## src/rtl/regfile_pkg.sv

```systemverilog
// rtl/regfile_pkg.sv - shared constants for the register file and its scoreboard
package regfile_pkg;

    localparam int DEFAULT_DATA_W = 32;
    localparam int DEFAULT_ADDR_W = 5;

    localparam int unsigned REG_ZERO = 0;

    // MIPS ABI register indices
    localparam logic [4:0] ZERO = 5'd0;
    localparam logic [4:0] AT   = 5'd1;
    localparam logic [4:0] V0   = 5'd2;
    localparam logic [4:0] V1   = 5'd3;
    localparam logic [4:0] A0   = 5'd4;
    localparam logic [4:0] A1   = 5'd5;
    localparam logic [4:0] A2   = 5'd6;
    localparam logic [4:0] A3   = 5'd7;
    localparam logic [4:0] T0   = 5'd8;
    localparam logic [4:0] T1   = 5'd9;
    localparam logic [4:0] T2   = 5'd10;
    localparam logic [4:0] T3   = 5'd11;
    localparam logic [4:0] T4   = 5'd12;
    localparam logic [4:0] T5   = 5'd13;
    localparam logic [4:0] T6   = 5'd14;
    localparam logic [4:0] T7   = 5'd15;
    localparam logic [4:0] S0   = 5'd16;
    localparam logic [4:0] S1   = 5'd17;
    localparam logic [4:0] S2   = 5'd18;
    localparam logic [4:0] S3   = 5'd19;
    localparam logic [4:0] S4   = 5'd20;
    localparam logic [4:0] S5   = 5'd21;
    localparam logic [4:0] S6   = 5'd22;
    localparam logic [4:0] S7   = 5'd23;
    localparam logic [4:0] T8   = 5'd24;
    localparam logic [4:0] T9   = 5'd25;
    localparam logic [4:0] K0   = 5'd26;
    localparam logic [4:0] K1   = 5'd27;
    localparam logic [4:0] GP   = 5'd28;
    localparam logic [4:0] SP   = 5'd29;
    localparam logic [4:0] FP   = 5'd30;
    localparam logic [4:0] RA   = 5'd31;

endpackage

```

## src/rtl/regfile_scoreboard.sv

```systemverilog
// rtl/regfile_scoreboard.sv - per-register pending bits, pending count and WAW claim error
module regfile_scoreboard
    import regfile_pkg::*;
#(
    parameter int ADDR_W = DEFAULT_ADDR_W,
    parameter int NUM_RD = 2
) (
    input  logic                     clk,
    input  logic                     rst_n,
    input  logic                     we,
    input  logic [ADDR_W-1:0]        wr_addr,
    input  logic                     claim_en,
    input  logic [ADDR_W-1:0]        claim_addr,
    input  logic [NUM_RD*ADDR_W-1:0] rd_addr,
    output logic [NUM_RD-1:0]        rd_busy,
    output logic [ADDR_W:0]          pend_cnt,
    output logic                     claim_err
);

    localparam int DEPTH = 1 << ADDR_W;

    logic [DEPTH-1:0] busy;
    logic [DEPTH-1:0] busy_nxt;
    logic             set_v;
    logic             clr_v;
    logic             same;
    logic             inc;
    logic             dec;
    logic             err_nxt;

    always_comb begin
        set_v = claim_en && (claim_addr != ADDR_W'(REG_ZERO));
        clr_v = we && (wr_addr != ADDR_W'(REG_ZERO));
        same  = (claim_addr == wr_addr);
        // a claim landing on the same edge as its writeback wins
        busy_nxt = busy;
        if (clr_v)
            busy_nxt[wr_addr] = 1'b0;
        if (set_v)
            busy_nxt[claim_addr] = 1'b1;
        busy_nxt[0] = 1'b0;
        inc     = set_v && !busy[claim_addr];
        dec     = clr_v && busy[wr_addr] && !(set_v && same);
        err_nxt = set_v && busy[claim_addr] && !(clr_v && same);
    end

    always_ff @(posedge clk or negedge rst_n) begin
        if (!rst_n) begin
            busy      <= '0;
            pend_cnt  <= '0;
            claim_err <= 1'b0;
        end else begin
            busy      <= busy_nxt;
            pend_cnt  <= pend_cnt + (ADDR_W+1)'(inc) - (ADDR_W+1)'(dec);
            claim_err <= err_nxt;
        end
    end

    // the write in flight is forwarded, so it never stalls a reader
    always_comb begin
        rd_busy = '0;
        for (int p = 0; p < NUM_RD; p++)
            rd_busy[p] = busy[rd_addr[p*ADDR_W +: ADDR_W]]
                       & ~(we && (wr_addr == rd_addr[p*ADDR_W +: ADDR_W]));
    end

endmodule

```

## src/rtl/regfile_sb.sv

```systemverilog
// rtl/regfile_sb.sv - multi-port register file with write bypass and pending scoreboard
module regfile_sb
    import regfile_pkg::*;
#(
    parameter int DATA_W = DEFAULT_DATA_W,
    parameter int ADDR_W = DEFAULT_ADDR_W,
    parameter int NUM_RD = 2
) (
    input  logic                     clk,
    input  logic                     rst_n,
    input  logic [NUM_RD*ADDR_W-1:0] rd_addr,
    output logic [NUM_RD*DATA_W-1:0] rd_data,
    output logic [NUM_RD-1:0]        rd_busy,
    input  logic                     we,
    input  logic [ADDR_W-1:0]        wr_addr,
    input  logic [DATA_W-1:0]        wr_data,
    input  logic                     claim_en,
    input  logic [ADDR_W-1:0]        claim_addr,
    output logic [ADDR_W:0]          pend_cnt,
    output logic                     claim_err
);

    localparam int DEPTH = 1 << ADDR_W;

    logic [DATA_W-1:0] regs [DEPTH];

    always_ff @(posedge clk or negedge rst_n) begin
        if (!rst_n) begin
            for (int i = 0; i < DEPTH; i++)
                regs[i] <= '0;
        end else if (we && (wr_addr != ADDR_W'(REG_ZERO))) begin
            regs[wr_addr] <= wr_data;
        end
    end

    // bypass is gated by rst_n so every port reads zero while held in reset
    always_comb begin
        rd_data = '0;
        for (int p = 0; p < NUM_RD; p++) begin
            if (rd_addr[p*ADDR_W +: ADDR_W] == ADDR_W'(REG_ZERO))
                rd_data[p*DATA_W +: DATA_W] = '0;
            else if (rst_n && we && (wr_addr == rd_addr[p*ADDR_W +: ADDR_W]))
                rd_data[p*DATA_W +: DATA_W] = wr_data;
            else
                rd_data[p*DATA_W +: DATA_W] = regs[rd_addr[p*ADDR_W +: ADDR_W]];
        end
    end

    regfile_scoreboard #(
        .ADDR_W (ADDR_W),
        .NUM_RD (NUM_RD)
    ) u_scoreboard (
        .clk        (clk),
        .rst_n      (rst_n),
        .we         (we),
        .wr_addr    (wr_addr),
        .claim_en   (claim_en),
        .claim_addr (claim_addr),
        .rd_addr    (rd_addr),
        .rd_busy    (rd_busy),
        .pend_cnt   (pend_cnt),
        .claim_err  (claim_err)
    );

endmodule

```

## config.mk

```make
export PLATFORM = sky130hd
export DESIGN_NAME = regfile_sb
export DESIGN_NICKNAME = d
export VERILOG_FILES = /design/src/rtl/regfile_pkg.sv /design/src/rtl/regfile_scoreboard.sv /design/src/rtl/regfile_sb.sv
export SDC_FILE = /design/constraint.sdc
export NUM_CORES = 2
export LEC_CHECK = 0
export ABC_CLOCK_PERIOD_IN_PS = 5000
export CAP_MARGIN = 20
export CELL_PAD_IN_SITES_DETAIL_PLACEMENT = 1
export CELL_PAD_IN_SITES_GLOBAL_PLACEMENT = 2
export CORE_ASPECT_RATIO = 1.75
export CORE_MARGIN = 2
export CORE_UTILIZATION = 51
export CTS_BUF_LIST = sky130_fd_sc_hd__clkbuf_2
export DETAILED_ROUTE_END_ITERATION = 8
export PLACE_DENSITY = 0.92
export SETUP_SLACK_MARGIN = 0.2
export SYNTH_ARGS = -nofsm -noshare
export SYNTH_HDL_FRONTEND = slang
export SYNTH_SLANG_ARGS = --single-unit
```

## constraint.sdc

```tcl
create_clock -name clk -period 5 [get_ports clk]
set_input_delay 1 -clock clk [delete_from_list [all_inputs] [get_ports clk]]
set_output_delay 1 -clock clk [all_outputs]
set_load 0.005 [all_outputs]
```

==> results summary <==
The worst clock skew came out at 0.0766 ns. Setup repair after global routing could not meet its margin everywhere. The placed instance area came out at 62,800 um2. The maximum vdd ir drop came out at 0.000248 V.

The post-route netlist has 54.9% of its cells at a drive strength greater than 1. The met2 layer wire length in the routed design is 105 mm. Together, buffers and inverters on the worst path number 4.

In this run the power density over the cells is 366 nW/um2. The stage delay of the slowest cell on the critical path came out at 0.47 ns. The net count after synthesis is 4,188.

For this block, the initial DRC count from the detailed router was 4,080. The final setup violation count is 1. In this design, the critical path's most frequently occurring cell is sky130_fd_sc_hd__buf_6. The gate count of the mapped netlist came out at 4,125. The layout net count came out at 4,507.

The tightest hold path in the finished design has a slack of 0.151 ns. The met3 routed wirelength came out at 22.0 mm. In this run the biggest area consumer among cell types represents 45.5% of the synthesized area. The layout has 11,000 filler cells.

The initial core utilization came out at 51.3%. Input and output buffers added on the ports amount to 128. The combined area of all synthesized cells came out at 58,400 um2. The achievable frequency came out at 200 MHz. The largest total area in the synthesized netlist belongs to sky130_fd_sc_hd__dfrtp_1. The total global-route track usage came out at 38.7%. The number of buffers added by the clock tree synthesis step is 240.

Walking the worst path, the cells encountered are buf_6, mux4_2, mux2i_1, nor2_1, a21oi_2, buf_6, o211ai_1, buf_4, buf_6. The kind of critical path is flop to output pin. The overall die width is 260 um. For the worst setup path, the data required time is 4.00 ns. Entering global routing, the biggest net connects 184 pins. The path class of the tightest hold or removal check is input port to flop. The via count of the first global-routing pass came out at 47,200.

The detailed-route wire length on metal 1 came out at 76.4 mm. The mean cell area of the mapped netlist came out at 14.2 um2. The ratio of final minimum period to clock period came out at 100%.

The HPWL after detailed placement is 141 mm. The final routed DRC violation total is 0. The sum of routed wire length over all layers came out at 225 mm. The area overhead of the layout relative to synthesis is 14.0%. In this run the clock root is driven by a sky130_fd_sc_hd__clkbuf_2. The most repeated cell in the gate-level netlist after synthesis is sky130_fd_sc_hd__mux2_2. The kind of cell adding the most delay to the critical path is buffers and inverters. The data arrival time of the critical path came out at 4.01 ns. In the synthesized netlist the async set-or-reset flop fraction comes to 100%.

The CTS sink count came out at 1,062. The number of detailed-route iterations in the first pass came out at 5. Synthesis inferred 1,062 register bits. The first-pass GRT wire length is 326 mm.

The post-layout instance area is 66,600 um2. The worst-case headroom to the max-slew limit came out at 22.3%. From bottom edge to top edge, the die measures 452 um. The clock slew seen by the registers of the worst setup and hold paths is 0.12 ns.

In this run the top signal layer used is met5. The capturing element type of the critical path is an output pin. The initial antenna violation count is 14. The detail route stage leaves a number of antenna-violating nets equal to 0. The minimum period implied by the final worst setup slack came out at 5.01 ns. The total overflow left after global routing is 0.

The number of hold violations in the final report is 0. The H-tree was split into 4 levels. The transition time of the tightest slew-check pin is 1.16 ns.

STA classifies the critical path startpoint as a flop. The final max-slew violation count came out at 0. The number of violations of the max-capacitance limit is 0. The routed via count came out at 43,200.

The number of buffers between clock root and the deepest sink is 3. The CTS tree is built. The number of rows in the core area is 164.

The leakage power of the design came out at 29.4 nW. In the post-synthesis netlist, the biggest area contributors are sky130_fd_sc_hd__dfrtp_1 46%, sky130_fd_sc_hd__mux2_2 21%, sky130_fd_sc_hd__mux4_2 18%. In this run the worst path has a maximum fanout of 2. The number of unique standard cell types used by synthesis is 66. The total die area is 117,000 um2. The number of enable flip-flop cells after synthesis came out at 0. At the end of routability-driven placement, the weighted congestion stood at 0.924. The mean routed wirelength per cell came out at 36.6 um.

Yosys printed 0 warnings. The vias per cell is 7.03. Once routing completed, OpenROAD measured the worst setup slack at -0.0101 ns. The later pin in the worst-skew pair is clocked with a latency of 1.72 ns. The core region area is 114,000 um2.

The part of the Yosys area used for sequential elements is 45.5%. The final reports fail on negative setup slack. Among all flip-flop cells after synthesis, the most frequent one is sky130_fd_sc_hd__dfrtp_1. In the synthesized netlist, the cells that appear most often are 1,065 x sky130_fd_sc_hd__mux2_2, 1,062 x sky130_fd_sc_hd__dfrtp_1, 460 x sky130_fd_sc_hd__mux4_2, 197 x sky130_fd_sc_hd__clkbuf_1, 169 x sky130_fd_sc_hd__mux2i_1. The top-level I/O count came out at 129. The critical-path cell with the highest stage delay is sky130_fd_sc_hd__mux4_2. The run finished, with violations left.
## sequential cells by signal, summed over array words and instances, names as in the netlist
register,cells
u_scoreboard.pend_cnt,6
regs,1024
u_scoreboard.busy,31
u_scoreboard.claim_err,1
## area by class of cell
class / count / area (um2) / area share (%)
multi-input combinational: 2594 / 30600 / 45.9
inverter: 15 / 58.8 / 0.0883
antenna: 6 / 15.0 / 0.0226
clock buffer: 359 / 1800 / 2.70
tap: 1494 / 1870 / 2.81
clock inverter: 84 / 519 / 0.780
timing repair buffer: 531 / 5170 / 7.76
sequential: 1062 / 26600 / 39.9
## worst reg2reg max path: stages, from the launching register on
cell	delay [ns]
sky130_fd_sc_hd__dfrtp_1	0.44
sky130_fd_sc_hd__buf_4	0.17
sky130_fd_sc_hd__mux4_2	0.52
sky130_fd_sc_hd__a22o_1	0.23
sky130_fd_sc_hd__a221oi_1	0.21
sky130_fd_sc_hd__a31oi_1	0.16
sky130_fd_sc_hd__ha_1	0.30
sky130_fd_sc_hd__inv_1	0.06
sky130_fd_sc_hd__ha_1	0.16
sky130_fd_sc_hd__inv_1	0.06
sky130_fd_sc_hd__fa_1	0.44
sky130_fd_sc_hd__inv_1	0.08
sky130_fd_sc_hd__a21o_1	0.12
sky130_fd_sc_hd__a21oi_1	0.08
sky130_fd_sc_hd__xnor2_1	0.12
## per-layer routing
| layer | track usage [%] | vias to the layer above |
|---|---|---|
| li1 | - | 16600 |
| met1 | 43.9 | 22800 |
| met2 | 60.6 | 2768 |
| met3 | 11.0 | 1049 |
| met4 | 31.7 | 10 |
| met5 | 0 | - |
## report_power, final
| part | internal (mW) | switching [mW] |
|---|---|---|
| registers | 10.2 | 1.39 |
| logic | 3.72 | 2.99 |
| clock network | 2.29 | 3.74 |
| total | 16.2 | 8.11 |
## path summary, 6_finish.rpt
check | start | to | slack, ns | cells past startpoint
setup / recovery | regs[906] | rd_data[42] | -0.01 | 9
hold / removal | claim_addr[2] | u_scoreboard.busy[21] | 0.15 | 4
setup reg to reg | u_scoreboard.busy[11] | u_scoreboard.pend_cnt[4] | 1.80 | 14
hold reg to reg | regs[997] | regs[997] | 0.41 | 0
max in group asynchronous | rst_n | regs[530] | 1.88 | 7
min in group asynchronous | rst_n | u_scoreboard.pend_cnt[1] | 0.74 | 4
## stage by stage
step                      setup WS [ns]  total power, mW  util (%)  TNS (ns)  instances
final                           -0.0101             24.4      58.4   -0.0101       6145
after global routing             -0.168             25.3      58.4    -0.168       6142
after CTS                        0.0162             24.1      58.1         0       6127
after detailed placement         -0.141             17.9      55.1    -0.330       5632
after global placement           -0.554             17.4      55.1     -1.22       5632
after floorplan                    1.30             15.3         -         0       4125
## logic make-up (layout without fill, tap and decap cells)
group	Yosys count	count (layout)	share of synthesized area, %
compound gates	448	448	5.04
flops	1062	1062	45.5
simple gates	419	419	3.47
buf+inv	469	989	4.04
fa+ha+maj	7	7	0.163
xor+xnor	20	20	0.300
mux	1700	1700	41.5
other cells	0	6	0
## layout by cell type, fill, tap and decap left out, types with 21 or more instances in the layout
cell / Yosys / routed
sky130_fd_sc_hd__a211oi_1: 39 / 21
sky130_fd_sc_hd__a21oi_1: 66 / 43
sky130_fd_sc_hd__a21oi_2: 0 / 22
sky130_fd_sc_hd__a22oi_1: 57 / 42
sky130_fd_sc_hd__buf_12: 5 / 66
sky130_fd_sc_hd__buf_4: 36 / 323
sky130_fd_sc_hd__clkbuf_2: 1 / 361
sky130_fd_sc_hd__clkdlybuf4s50_1: 0 / 53
sky130_fd_sc_hd__clkinv_1: 0 / 63
sky130_fd_sc_hd__dfrtp_1: 1062 / 1057
sky130_fd_sc_hd__dlygate4sd2_1: 0 / 35
sky130_fd_sc_hd__mux2_2: 1065 / 1064
sky130_fd_sc_hd__mux2i_1: 169 / 148
sky130_fd_sc_hd__mux4_2: 460 / 462
sky130_fd_sc_hd__nand2_1: 130 / 108
sky130_fd_sc_hd__nand2_2: 0 / 22
sky130_fd_sc_hd__nand3_1: 42 / 41
sky130_fd_sc_hd__nor2_1: 96 / 77
sky130_fd_sc_hd__nor2b_1: 28 / 23
sky130_fd_sc_hd__nor3_1: 49 / 24
sky130_fd_sc_hd__o21ai_0: 120 / 92
sky130_fd_sc_hd__o21ai_1: 2 / 21
sky130_fd_sc_hd__o22ai_1: 47 / 34
## what timing repair did
item                                    CTS  global route
pin swaps                                75            32
cloned                                    0             1
buffers inserted                         48             9
endpoints found under the setup margin   63            42
hold endpoints to repair                115             0
hold buffers                              4             0
resized for setup                       291            65
Power figures use the tool's default switching activity.
